## src/rtl/xor_mux_pkg.sv

```systemverilog
// Shared types and constants for the xor_mux_accum datapath.
// FSM state encoding and mode selectors.
package xor_mux_pkg;

    typedef enum logic [1:0] {
        ST_IDLE  = 2'd0,
        ST_ACCUM = 2'd1,
        ST_HOLD  = 2'd2
    } state_t;

    localparam logic MODE_BITWISE = 1'b0;
    localparam logic MODE_ACCUM   = 1'b1;

endpackage

```

## src/rtl/xor_mux_accum_if.sv

```systemverilog
// Stream bundle for xor_mux_accum: input beat, output beat, status.
// master drives beats and consumes results; slave is the datapath.
interface xor_mux_accum_if #(
    parameter int WIDTH = 8,
    parameter int CNT_W = 2
);
    logic             mode;
    logic             in_valid;
    logic             in_ready;
    logic [WIDTH-1:0] a;
    logic [WIDTH-1:0] b;
    logic             out_valid;
    logic             out_ready;
    logic [WIDTH-1:0] out_data;
    logic             out_last;
    logic [CNT_W-1:0] beat_cnt;

    modport master (
        output mode, in_valid, a, b, out_ready,
        input  in_ready, out_valid, out_data, out_last, beat_cnt
    );

    modport slave (
        input  mode, in_valid, a, b, out_ready,
        output in_ready, out_valid, out_data, out_last, beat_cnt
    );
endinterface

```

## src/rtl/xor_mux_accum_mux2.sv

```systemverilog
// Width-generic 2:1 multiplexer primitive.
// Building block for the XOR datapath (sel ? d1 : d0).
module mux2_w #(
    parameter int W = 1
) (
    input  logic         sel,
    input  logic [W-1:0] d0,
    input  logic [W-1:0] d1,
    output logic [W-1:0] out
);
    assign out = sel ? d1 : d0;
endmodule

```

## src/rtl/xor_mux_accum.sv

```systemverilog
// Streamed XOR built from per-bit muxes: bitwise or frame checksum.
// Registered output, in_ready = !out_valid | out_ready.
module xor_mux_accum
    import xor_mux_pkg::*;
#(
    parameter int WIDTH     = 8,
    parameter int FRAME_LEN = 4
) (
    input logic             clk,
    input logic             rst,
    xor_mux_accum_if.slave  bus
);
    localparam int CNT_W = $clog2(FRAME_LEN);
    localparam logic [CNT_W-1:0] CNT_MAX = CNT_W'(FRAME_LEN - 1);

    state_t           state, state_n;
    logic             act_mode, act_mode_n;
    logic [WIDTH-1:0] acc, acc_n;
    logic [CNT_W-1:0] cnt, cnt_n;
    logic             ov, ov_n;
    logic             ol, ol_n;
    logic [WIDTH-1:0] od, od_n;

    logic [WIDTH-1:0] x, acc_x;
    logic             in_rdy, accept, start, m;

    // x = a ^ b and acc_x = acc ^ x, both as mux banks
    for (genvar i = 0; i < WIDTH; i++) begin : g_bit
        mux2_w #(.W(1)) u_x (
            .sel(bus.a[i]), .d0(bus.b[i]),
            .d1(~bus.b[i]), .out(x[i])
        );
        mux2_w #(.W(1)) u_acc (
            .sel(x[i]), .d0(acc[i]),
            .d1(~acc[i]), .out(acc_x[i])
        );
    end

    assign in_rdy = !ov | bus.out_ready;
    assign accept = bus.in_valid & in_rdy;
    assign start  = (state != ST_ACCUM);
    assign m      = start ? bus.mode : act_mode;

    always_comb begin
        state_n    = state;
        act_mode_n = act_mode;
        acc_n      = acc;
        cnt_n      = cnt;
        ov_n       = ov;
        ol_n       = ol;
        od_n       = od;
        if (ov & bus.out_ready) begin
            ov_n = 1'b0;
            ol_n = 1'b0;
        end
        if (accept) begin
            if (start) act_mode_n = bus.mode;
            if (m == MODE_BITWISE) begin
                od_n    = x;
                ov_n    = 1'b1;
                ol_n    = 1'b0;
                state_n = ST_HOLD;
            end else if (cnt == CNT_MAX) begin
                od_n    = acc_x;
                ov_n    = 1'b1;
                ol_n    = 1'b1;
                acc_n   = '0;
                cnt_n   = '0;
                state_n = ST_HOLD;
            end else begin
                acc_n   = acc_x;
                cnt_n   = cnt + 1'b1;
                state_n = ST_ACCUM;
            end
        end else begin
            unique case (state)
                ST_HOLD:  if (bus.out_ready) state_n = ST_IDLE;
                ST_IDLE,
                ST_ACCUM: state_n = state;
                default:  state_n = ST_IDLE;
            endcase
        end
    end

    always_ff @(posedge clk) begin
        if (rst) begin
            state    <= ST_IDLE;
            act_mode <= MODE_BITWISE;
            acc      <= '0;
            cnt      <= '0;
            ov       <= 1'b0;
            ol       <= 1'b0;
            od       <= '0;
        end else begin
            state    <= state_n;
            act_mode <= act_mode_n;
            acc      <= acc_n;
            cnt      <= cnt_n;
            ov       <= ov_n;
            ol       <= ol_n;
            od       <= od_n;
        end
    end

    assign bus.in_ready  = in_rdy;
    assign bus.out_valid = ov;
    assign bus.out_last  = ol;
    assign bus.out_data  = od;
    assign bus.beat_cnt  = cnt;
endmodule
```

## src/flat_wrapper.sv

```systemverilog
// flat-port wrapper written by rule: the top's interface ports become plain ports
module xor_mux_accum_flat import xor_mux_pkg::*;
#(
    parameter int WIDTH     = 8,
    parameter int FRAME_LEN = 4
)
  (clk, rst, bus_mode, bus_in_valid, bus_a, bus_b, bus_out_ready, bus_in_ready, bus_out_valid, bus_out_data, bus_out_last, bus_beat_cnt);
  xor_mux_accum_if #(.WIDTH(WIDTH)) bus_i ();
  input logic clk;
  input logic rst;
  input wire logic [$bits(bus_i.mode)-1:0] bus_mode;
  input wire logic [$bits(bus_i.in_valid)-1:0] bus_in_valid;
  input wire logic [$bits(bus_i.a)-1:0] bus_a;
  input wire logic [$bits(bus_i.b)-1:0] bus_b;
  input wire logic [$bits(bus_i.out_ready)-1:0] bus_out_ready;
  output wire logic [$bits(bus_i.in_ready)-1:0] bus_in_ready;
  output wire logic [$bits(bus_i.out_valid)-1:0] bus_out_valid;
  output wire logic [$bits(bus_i.out_data)-1:0] bus_out_data;
  output wire logic [$bits(bus_i.out_last)-1:0] bus_out_last;
  output wire logic [$bits(bus_i.beat_cnt)-1:0] bus_beat_cnt;
  assign bus_i.mode = bus_mode;
  assign bus_i.in_valid = bus_in_valid;
  assign bus_i.a = bus_a;
  assign bus_i.b = bus_b;
  assign bus_i.out_ready = bus_out_ready;
  assign bus_in_ready = bus_i.in_ready;
  assign bus_out_valid = bus_i.out_valid;
  assign bus_out_data = bus_i.out_data;
  assign bus_out_last = bus_i.out_last;
  assign bus_beat_cnt = bus_i.beat_cnt;
  xor_mux_accum #(.WIDTH(WIDTH), .FRAME_LEN(FRAME_LEN)) u_core (.clk(clk), .rst(rst), .bus(bus_i));
endmodule
```

## config.mk

```make
export PLATFORM = sky130hd
export DESIGN_NAME = xor_mux_accum_flat
export DESIGN_NICKNAME = d
export VERILOG_FILES = /design/src/rtl/xor_mux_pkg.sv /design/src/rtl/xor_mux_accum_if.sv /design/src/rtl/xor_mux_accum_mux2.sv /design/src/rtl/xor_mux_accum.sv /design/src/flat_wrapper.sv
export SDC_FILE = /design/constraint.sdc
export NUM_CORES = 1
export LEC_CHECK = 0
export CAP_MARGIN = 40
export CORE_MARGIN = 2
export CORE_UTILIZATION = 52
export CTS_CLUSTER_SIZE = 14
export DETAILED_ROUTE_END_ITERATION = 7
export PLACE_DENSITY = 0.89
export SYNTH_ARGS = -nofsm -noshare
export SYNTH_HDL_FRONTEND = slang
export SYNTH_SLANG_ARGS = --single-unit
```

## constraint.sdc

```tcl
create_clock -name clk -period 2.6 [get_ports clk]
set_clock_uncertainty 0.2 [all_clocks]
set_input_delay 0.39 -clock clk [delete_from_list [all_inputs] [get_ports clk]]
set_output_delay 0.39 -clock clk [all_outputs]
set_load 0.01 [all_outputs]
```

Yosys cells after proc, flatten, opt, wreduce, memory -nomap -nowiden
Index checks and enable logic that the tools add are counted.
{"block": "totals", "ff_bits": 23, "in_bits": 21, "output_inout_bits": 13, "word_cells": 74}
{"block": "op_classes", "addsub": 1, "eq_ne": 7, "muxes": 34, "bitwise": 19, "reduce_logical": 6}
{"op": "1-bit 2-to-1 mux", "count": 25}
{"op": "8-bit 2-to-1 mux", "count": 3}
{"op": "1-bit NOT", "count": 16}
{"op": "2-bit 2-to-1 mux", "count": 5}
{"op": "2-bit AND reduction", "count": 3}
{"op": "2-bit equality test (second input constant)", "count": 2}
{"op": "2-bit by 1-bit inequality test with 1-bit output (second input constant)", "count": 2}
{"op": "2-bit one-hot mux with 2 select lines", "count": 1}
{"op": "3-bit by 2-bit inequality test with 1-bit output (second input constant)", "count": 1}
{"op": "2-bit by 1-bit adder with 2-bit output (second input constant)", "count": 1}
{"op": "1-bit bitwise AND", "count": 2}
{"op": "2-bit by 1-bit equality test with 1-bit output (second input constant)", "count": 1}
{"op": "2-bit logical NOT", "count": 1}
{"op": "2-bit inequality test (second input constant)", "count": 1}
{"op": "2-bit OR reduction", "count": 1}
{"op": "1-bit logical NOT", "count": 1}
{"op": "1-bit bitwise OR", "count": 1}

Logic depth before layout (Yosys ltp)
{"block": "depth", "depth_word": 5, "ltp_mapped": 6}

By module
A second synthesis with hierarchy kept.
{"block": "hier_totals", "hier_cells": 176, "area_unflattened_um2": 1435.1}
{"mod": "xor_mux_accum", "n_inst": 1, "cells_per_inst": 160, "area_per_inst_um2": 1194.9, "seq_area_each_um2": 460.4}
{"mod": "mux2_w", "n_inst": 16, "cells_per_inst": 1, "area_per_inst_um2": 15.0, "seq_area_each_um2": 0.0}

Worst setup path before layout
OpenSTA, ideal clock, no wires.
{"block": "synth_timing", "path_type": "register to register", "from": "reg u_core.cnt[0] (netlist: u_core.bus.beat_cnt[0])", "to": "reg u_core.acc[0]", "setup_ns": 0.096, "t_arrival_ns": 1.506, "required_ns": 2.304, "path_slack_ns": 0.798, "stages_incl_launch_ff": 6, "n_path_buf": 2, "period_less_slack_ns": 1.802, "path_cell_list": "dfxtp_1 > ha_1 > clkbuf_1 > or3_1 > buf_4 > o41ai_2"}
{"block": "synth_between", "elab_chain_len": 2}
{"element": "from (decl)", "line_no": "xor_mux_accum.sv:19", "rtl": "logic [CNT_W-1:0] cnt, cnt_n;"}
{"element": "from (signal assigned)", "line_no": "xor_mux_accum.sv:98", "rtl": "cnt <= cnt_n;"}
{"element": "2-bit equality test", "line_no": "xor_mux_accum.sv:63", "rtl": "end else if (cnt == CNT_MAX) begin"}
{"element": "8-bit 2-to-1 mux", "line_no": "xor_mux_accum.sv:63"}
{"element": "to (signal assigned)", "line_no": "xor_mux_accum.sv:97", "rtl": "acc <= acc_n;"}
{"element": "to (decl)", "line_no": "xor_mux_accum.sv:18", "rtl": "logic [WIDTH-1:0] acc, acc_n;"}
Every way passes these cells.
A chain may end at the register's enable or synchronous reset.

Worst setup path after layout
{"block": "layout_timing", "from": "in bus_out_ready", "to": "out bus_in_ready"}
{"block": "layout_between", "elab_chain_len": 1}
{"element": "from (decl)", "line_no": "flat_wrapper.sv:15", "rtl": "input wire logic [$bits(bus_i.out_ready)-1:0] bus_out_ready;"}
{"element": "1-bit bitwise OR", "line_no": "xor_mux_accum.sv:39", "rtl": "assign in_rdy = !ov | bus.out_ready;"}
{"element": "to (decl)", "line_no": "flat_wrapper.sv:16", "rtl": "output wire logic [$bits(bus_i.in_ready)-1:0] bus_in_ready;"}
Every way passes these cells.

==> reports/results.tsv <==
metric	value	unit
status	finished, final reports clean	
vias_per_cell	6.01	
endpoint	bus_in_ready	
r2r_start	u_core.bus.beat_cnt[0]	
vias	1286	
synth_top_family_by_area	compound AO/OA/AOI/OAI gates	
maxCapViolCount	0	
rr_worst_depth	5	
clock_power_share	0.217	
die_w	54.7	um
antenna_found_initial	0	
first_pass_iters	4	
synth_area_leaders	dfxtp_1, o41ai_2, o311ai_1, xor2_1, o221ai_1	
yosysWarnings	0	
comb_power_share	0.259	
fmax	453	MHz
rows	18	
finalCriticalPeriod	2.21	ns
nets	208	
clockBufferDepth	2	
yosys.area_share.simple	0.170	
start_util	0.545	
root_buffer	clkbuf_4	
track_usage	0.236	
grt_max_degree	17	
final_area	0.00173	sq mm
cp_cell_sequence	clkdlybuf4s50_1, nand2b_2, clkdlybuf4s50_1	
path_class	in2out	
synth_fp_nets	174	
synth_area	0.00134	sq mm
grt_pass1_wl	5.19	mm
slew_violations	0	
postSynthCellCount	151	
seq_area_frac_synth	0.344	
tritoncts	done	
yosys.area_share.adder	0.0187	
min_period_over_period	0.850	
arrival	1.62	ns
hold_violations	0	
p_per_area	437	mW/mm^2
muxShareOfSynthArea	0.0159	
synth-seq-cells	23	
cp_slowest_cell	clkdlybuf4s50_1	
holdCritPathClass	reg2reg	
clk_pin_slew_worst_paths	0.13	ns
synth_area_per_cell	8.86	sq um
rsz0062_at_grt	false	
seqPwrFrac	0.524	
cts_inserted_buffers	3	
die_h	54.7	um
synth-compound-area-share	0.292	
clk_latency	0.30	ns
post-cts-setup-buffers	0	
p_switching	223	uW
startpoint	bus_out_ready	
placed_cell_area	0.00171	sq mm
drive_gt1_frac	0.0978	
synth-main-ff-cell	dfxtp_1	
slew_headroom	0.687	
synth_most_common_cell	dfxtp_1	
crit_top_cell	clkdlybuf4s50_1	
dieArea	0.00299	sq mm
core	0.00245	sq mm
worstHoldPathCells	2	
p_sw_frac	0.295	
crit_path_max_fanout	6	
cpPeakStageDelay	0.55	ns
cts_resized	0	
synth_edf_count	0	
drt_iter0_drc	38	
yosys-top-cells-count	dfxtp_1, nand2_1, inv_1, nor2_1	
syn_to_final_growth	29.6	%
place_congestion	0.808	
htreeDepth	1	
tns	0	ns
grt_pass1_vias	1251	
vdd_drop_max	328	uV
setup_viol	0	
overflow	0	
ant_nets	0	
port_buffers	33	
intPower	534	uW
worstPathRequired	2.01	ns
clock-sinks	23	
end_kind	output pin	
ios	34	
antenna_cells	0	
r2r_end	u_core.bus.out_data[0]	
drc	0	
cp-start-kind	input port	
hpwl	2.37	mm
synth_top_cell_by_area	dfxtp_1	
yosysTopAreaCellShare	0.344	
synth_xor_area_frac	0.0982	
synth_cell_types	33	
async_reset_ff_frac	0	
worst_slew_pin_slew	0.469	ns
wl_per_cell	14.9	um
r2r_slack	0.52	ns
ctsHoldBuffers	0	
p_leak	0.000645	uW
wirelength	3.18	mm
[per-layer routing]
layer	up-vias	global-route usage	wire (um)
met5	-	0	0
met4	0	0.0875	32
met3	4	0.0328	154
met2	39	0.423	1660
met1	620	0.281	1330
li1	623	-	-
[power by group through the flow]
stage / logic (uW) / registers (uW) / clock network (uW)
global route: 213 / 400 / 186
finish: 196 / 397 / 165
detailed placement: 195 / 405 / 0
global placement: 188 / 402 / 0
floorplan: 101 / 406 / 0
CTS: 195 / 397 / 168
[worst min-delay path by stage]
stage / start / end
after detailed placement: u_core.bus.out_data[7] / u_core.bus.out_data[7]
after floorplan: u_core.acc[7] / u_core.acc[7]
after CTS: u_core.bus.out_data[7] / u_core.bus.out_data[7]
after global placement: u_core.acc[7] / u_core.acc[7]
after global routing: u_core.bus.out_data[7] / u_core.bus.out_data[7]
final: u_core.bus.out_data[7] / u_core.bus.out_data[7]
[cell type report]
type	count	area [sq um]
clock buffers	4	26.3
inverters	10	37.5
flip-flops and latches	23	460
fillers	198	722
multi-input cells	108	796
repair buffers	39	375
well taps	30	37.5
[kinds of logic (layout without fill, tap and decap cells)]
logic type      Yosys count  count (layout)
xor+xnor                 15              15
compound gates           44              44
buf+inv                  20              53
flops                    23              23
fa+ha+maj                 2               2
mux                       2               2
simple gates             45              45
[worst max-delay path: cells and delay by family]
family	cells	cell delay (ns)
buf+inv	2	1.05
simple gates	1	0.18
[state kept, by name, summed over array words and instances, names as in the netlist]
name / flops
u_core.state: 2
u_core.bus.out_valid: 1
u_core.bus.beat_cnt: 2
u_core.acc: 8
u_core.bus.out_data: 8
u_core.bus.out_last: 1
u_core.act_mode: 1
[cell usage in the layout, fill, tap and decap left out, types with 5 or more instances in the layout]
cell,instances
dfxtp_1,23
buf_4,6
xnor2_1,7
nand2_1,12
nand3_1,5
o221ai_1,7
o211ai_1,7
clkdlybuf4s50_1,33
o41ai_2,7
inv_1,10
xor2_1,8
o311ai_1,8
nor2_1,10
nor2b_1,8
a21oi_1,5
[through the flow]
stage                     power, uW  instances  hold slack (ns)  setup WS (ns)  utilization
after floorplan                 507        151            0.259          0.798            -
after global placement          591        210            0.268          0.342        0.695
after detailed placement        599        210            0.288          0.214        0.695
after CTS                       759        214            0.306          0.394        0.706
after global routing            800        214            0.341          0.370        0.706
final                           757        214            0.304          0.391        0.706
No activity file was read; power rests on OpenSTA's default activity.
